**src/rtl/mul_stream_pipe.sv**
```systemverilog
// Streaming fixed-point multiplier: product, shift, round, saturate.
// Ports: clk/rst, in_valid/in_ready/a_in/b_in/tag_in, out_valid/out_ready/p_out/tag_out/sat.
module mul_stream_pipe #(
    parameter int AW              = 16,
    parameter int BW              = 16,
    parameter int OW              = 16,
    parameter int SHIFT           = 8,
    parameter int ROUND           = 1,
    parameter int SIGNED          = 1,
    parameter int PIPELINE_STAGES = 2,
    parameter int TW              = 4
) (
    input  logic          clk,
    input  logic          rst,
    input  logic          in_valid,
    output logic          in_ready,
    input  logic [AW-1:0] a_in,
    input  logic [BW-1:0] b_in,
    input  logic [TW-1:0] tag_in,
    output logic          out_valid,
    input  logic          out_ready,
    output logic [OW-1:0] p_out,
    output logic [TW-1:0] tag_out,
    output logic          sat
);

    localparam int PW = AW + BW;
    localparam int W  = PW + 1;
    localparam int PS = PIPELINE_STAGES;

    localparam logic [W-1:0] RND =
        (ROUND != 0 && SHIFT > 0) ? (W'(1) << (SHIFT - 1)) : '0;
    localparam logic signed [W-1:0] SMAX =
        $signed((W'(1) << (OW - 1)) - W'(1));
    localparam logic signed [W-1:0] SMIN = ~SMAX;
    localparam logic [W-1:0] UMAX = (W'(1) << OW) - W'(1);

    logic en;
    assign en       = !out_valid || out_ready;
    assign in_ready = en && !rst;

    // Operands widened to full product width so a plain multiply
    // yields the correct two's-complement low PW bits.
    logic [PW-1:0] a_ext;
    logic [PW-1:0] b_ext;
    assign a_ext = (SIGNED != 0) ? {{BW{a_in[AW-1]}}, a_in}
                                 : {{BW{1'b0}}, a_in};
    assign b_ext = (SIGNED != 0) ? {{AW{b_in[BW-1]}}, b_in}
                                 : {{AW{1'b0}}, b_in};

    logic [PS-1:0] vld;
    logic [PW-1:0] prod_q [PS];
    logic [TW-1:0] tag_q  [PS];

    always_ff @(posedge clk) begin
        if (rst) begin
            vld       <= '0;
            out_valid <= 1'b0;
        end else if (en) begin
            vld[0] <= in_valid;
            for (int i = 1; i < PS; i++) begin
                vld[i] <= vld[i-1];
            end
            out_valid <= vld[PS-1];
        end
    end

    // Product/tag payload needs no reset; validity is tracked by vld.
    always_ff @(posedge clk) begin
        if (en) begin
            prod_q[0] <= a_ext * b_ext;
            tag_q[0]  <= tag_in;
            for (int i = 1; i < PS; i++) begin
                prod_q[i] <= prod_q[i-1];
                tag_q[i]  <= tag_q[i-1];
            end
        end
    end

    logic [W-1:0]        ext;
    logic [W-1:0]        sum;
    logic signed [W-1:0] shr;
    logic [W-1:0]        shu;
    logic [OW-1:0]       p_nxt;
    logic                sat_nxt;

    // One extra bit of headroom keeps the rounding add from wrapping.
    always_comb begin
        ext     = '0;
        sum     = '0;
        shr     = '0;
        shu     = '0;
        p_nxt   = '0;
        sat_nxt = 1'b0;
        if (SIGNED != 0) begin
            ext = {prod_q[PS-1][PW-1], prod_q[PS-1]};
            sum = ext + RND;
            shr = $signed(sum) >>> SHIFT;
            if (shr > SMAX) begin
                p_nxt   = SMAX[OW-1:0];
                sat_nxt = 1'b1;
            end else if (shr < SMIN) begin
                p_nxt   = SMIN[OW-1:0];
                sat_nxt = 1'b1;
            end else begin
                p_nxt = shr[OW-1:0];
            end
        end else begin
            ext = {1'b0, prod_q[PS-1]};
            sum = ext + RND;
            shu = sum >> SHIFT;
            if (shu > UMAX) begin
                p_nxt   = UMAX[OW-1:0];
                sat_nxt = 1'b1;
            end else begin
                p_nxt = shu[OW-1:0];
            end
        end
    end

    // Result registers load only on a valid result so they stay
    // quiet while bubbles pass through.
    always_ff @(posedge clk) begin
        if (rst) begin
            p_out   <= '0;
            tag_out <= '0;
            sat     <= 1'b0;
        end else if (en && vld[PS-1]) begin
            p_out   <= p_nxt;
            tag_out <= tag_q[PS-1];
            sat     <= sat_nxt;
        end
    end

endmodule

```
**config.mk**
```make
export PLATFORM = sky130hd
export DESIGN_NAME = mul_stream_pipe
export DESIGN_NICKNAME = d
export VERILOG_FILES = /design/src/rtl/mul_stream_pipe.sv
export SDC_FILE = /design/constraint.sdc
export NUM_CORES = 1
export LEC_CHECK = 0
export CAP_MARGIN = 15
export CORE_MARGIN = 2
export CORE_UTILIZATION = 40
export DETAILED_ROUTE_END_ITERATION = 7
export GPL_ROUTABILITY_DRIVEN = 0
export HOLD_SLACK_MARGIN = 0.15
export PLACE_DENSITY_LB_ADDON = 0.2
export SLEW_MARGIN = 10
export SYNTH_ARGS = -nofsm -noshare
export SYNTH_HDL_FRONTEND = slang
export SYNTH_SLANG_ARGS = --single-unit
export TNS_END_PERCENT = 50
```
**constraint.sdc**
```tcl
create_clock -name clk -period 7.6 [get_ports clk]
set_input_delay 1.52 -clock clk [delete_from_list [all_inputs] [get_ports clk]]
set_output_delay 1.52 -clock clk [all_outputs]
set_load 0.03 [all_outputs]
```
==> results.py <==
metrics = {
    "synth": {
        "netlist_area_mm2": 0.0131,
        "synth-edff-count": 58,
        "synth_top_family_by_area": "adder cells",
        "yosys_warnings": 0,
        "synth_adder_area_share": 0.477,
        "synthFlopType": "edfxtp_1",
        "synth_area_leaders": "fa_1, edfxtp_1, inv_1, ha_1, and2_1",
        "ys_types": 59,
        "synth_area_per_cell_um2": 9.62,
        "ys_seq_area_frac": 0.170,
        "muxShareOfSynthArea": 0.00249,
        "synth_xor_area_frac": 0.0282,
        "yosys.area.top_type": "fa_1",
        "synth_top_area_share": 0.400,
        "synth_compound_area_frac": 0.0544,
        "netlist_instances": 1357,
        "async_flop_share": 0,
        "ys_ff_latch": 82,
        "yosys.area_share.simple": 0.161,
        "syn_nets": 1738,
    },
    "sta": {
        "max_freq_mhz": 135,
        "fin_crit_ps": 7430,
        "maxSlewViolCount": 0,
        "setup_viol": 0,
        "worst-slew-pin-transition_ps": 772,
        "fin_crit_sh": 0.978,
        "maxSlewHeadroom": 0.481,
        "skew_ps": 5.22,
        "rsz0062_at_grt": "yes",
        "whs_ps": 412,
        "hold_viol": 0,
    },
    "clock_tree": {
        "cts.sinks": 82,
        "cts_max_level": 3,
        "cts_inserted_buffers": 9,
        "hold_buffers": 0,
        "cts.root.buffer_cell": "clkbuf_16",
        "clock_latency_ps": 340,
        "cts_tree": "built",
        "clkTransAtPathRegs_ps": 60,
        "cts_buffer_depth": 2,
    },
    "layout": {
        "drive_above_1_share": 0.144,
        "nets": 1907,
        "final_common_cell": "inv_1",
        "final_cells": 1973,
        "post-route-util": 0.485,
        "fillers": 3119,
        "area_growth_pct": 20.2,
        "multiInputGateArea_mm2": 0.00961,
        "layout_common_cells": "inv_1, fa_1, nand2_1, and2_1, buf_4",
        "seq_area_mm2": 0.00222,
        "antennaDiodeCount": 0,
    },
    "floorplan": {
        "io_pins": 63,
        "dieArea_mm2": 0.0341,
        "die_x_um": 185,
        "row_count": 66,
        "die_h_um": 185,
        "core_mm2": 0.0324,
        "start_util": 0.403,
    },
    "setup_path": {
        "arrival_ps": 7520,
        "cp_cell_sequence": "dlygate4sd2_1 -> buf_4 -> and2_1 -> fa_1 -> inv_1 -> fa_2 -> fa_2 -> inv_1 -> fa_1 -> fa_1 -> inv_1 -> fa_1 -> inv_1 -> ha_2 -> a21o_1 -> a221o_1 -> o31a_1 -> a21oi_2 -> a21boi_2 -> or4_4 -> a31oi_4 -> xnor2_1",
        "cp_top_family": "adder cells",
        "path_buf_inv": 6,
        "cp_slowest_cell": "fa_1",
        "worst-setup-path-type": "primary input to flop",
        "cp_slowest_stage_delay_ps": 540,
        "start_kind": "primary input",
        "critPathRequiredTime_ps": 7690,
        "critPathCaptureType": "flop",
        "crit_fanout": 6,
    },
    "place": {
        "dpl.hpwl_um": 24600,
        "place_inst": 1941,
        "io_buffer_count": 62,
    },
    "routing": {
        "first_pass_iters": 5,
        "routed_wl_um": 28600,
        "route.detailed.drc": 0,
        "viasPerCell": 4.66,
        "first_iter_violations": 454,
        "avgRoutedWirePerCell_um": 14.5,
        "vias": 9202,
        "drtAntennaViolNets": 0,
    },
    "global_route": {
        "grt_pass1_wl_um": 47800,
        "top_usage_layer": "met2",
        "gr-usage-all-layers": 0.175,
        "grt_pass1_vias": 9699,
        "grt_util_met1": 0.253,
        "use_met2": 0.287,
        "grt_max_degree": 63,
        "grt-ovfl-total": 0,
        "antenna_found_initial": 0,
        "use_met3": 0.0190,
    },
    "job": {
        "max_cap_violations": 0,
    },
    "worst_hold_path": {
        "hold_class": "flop to flop",
    },
    "run_status": {
        "status": "finished, final reports clean",
    },
}
-- layer usage --
layer  vias up  routed length [µm]
met5         -                   0
met4         0                 369
met3        22                1050
met2       181               13300
met1      4557               13900
li1       4442                   -
-- path summary, 6_finish.rpt --
path	startpoint	to	slack [ps]	cells after the start
setup / recovery	a_in[8]	prod_q[0][24]$_DFFE_PN_	170	22
hold reg to reg	tag_q[0][3]$_DFFE_PN_	tag_q[1][3]$_DFFE_PN_	410	0
hold / removal	tag_q[0][3]$_DFFE_PN_	tag_q[1][3]$_DFFE_PN_	410	0
setup reg to reg	prod_q[0][49]$_DFFE_PN_	sat$_SDFFE_PP0P_	4170	7
-- synth_stat cells (all sizes together), types with 2 or more instances --
master	count
or2	3
mux2	2
inv	324
nand3b	2
a31oi	4
dfxtp	24
or4	3
nand3	14
fa	261
xor2	7
a21oi	26
and3	7
or3	4
xnor2	35
ha	80
nand2b	10
a211o	2
a21o	6
o21a	6
a21boi	3
o21ai	9
o211ai	2
clkbuf	38
a211oi	5
o2111ai	2
buf	5
nand4b	3
nand4	7
nor2	73
a311oi	2
edfxtp	58
nor4	5
and2	123
nand2	163
nor3	10
and4	2
o41ai	13
nor2b	2
-- logic make-up after synthesis --
family          Yosys count
buf+inv                 367
fa+ha+maj               341
simple gates            431
compound gates           91
flops                    82
xor+xnor                 42
mux                       3
-- cell type report --
cell class | count | share of cell area
repair buffers | 201 | 0.114
clock inverters | 5 | 0.00375
clock buffers | 11 | 0.0162
inverters | 324 | 0.0775
well taps | 442 | 0.0352
multi-input cells | 908 | 0.612
flip-flops and latches | 82 | 0.142
-- through the flow --
stage	area, µm²	worst slack (ps)	TNS (ps)
after detailed placement	15000	-564	-4470
after floorplan	13100	16.5	0
final	15700	171	0
after global routing	15700	-29.6	-29.6
after global placement	15000	-481	-3490
after CTS	15300	5.29	0
-- state kept, by name (all words and copies together) (netlist names) --
signal / flops
prod_q: 50
p_out: 16
tag_q: 8
tag_out: 4
vld: 2
out_valid: 1
sat: 1
-- repair_timing --
| item | 4_1_cts | 5_1_grt |
|---|---|---|
| pin swaps | 3 | 41 |
| resized for setup | 8 | 87 |
| cloned | 0 | 3 |
| setup buffers | 0 | 13 |
| endpoints found under the setup margin | 5 | 9 |
Power is left out: the tool's default activity adds up to more than one toggle a clock period on the data nets, which glitch-free logic cannot reach.
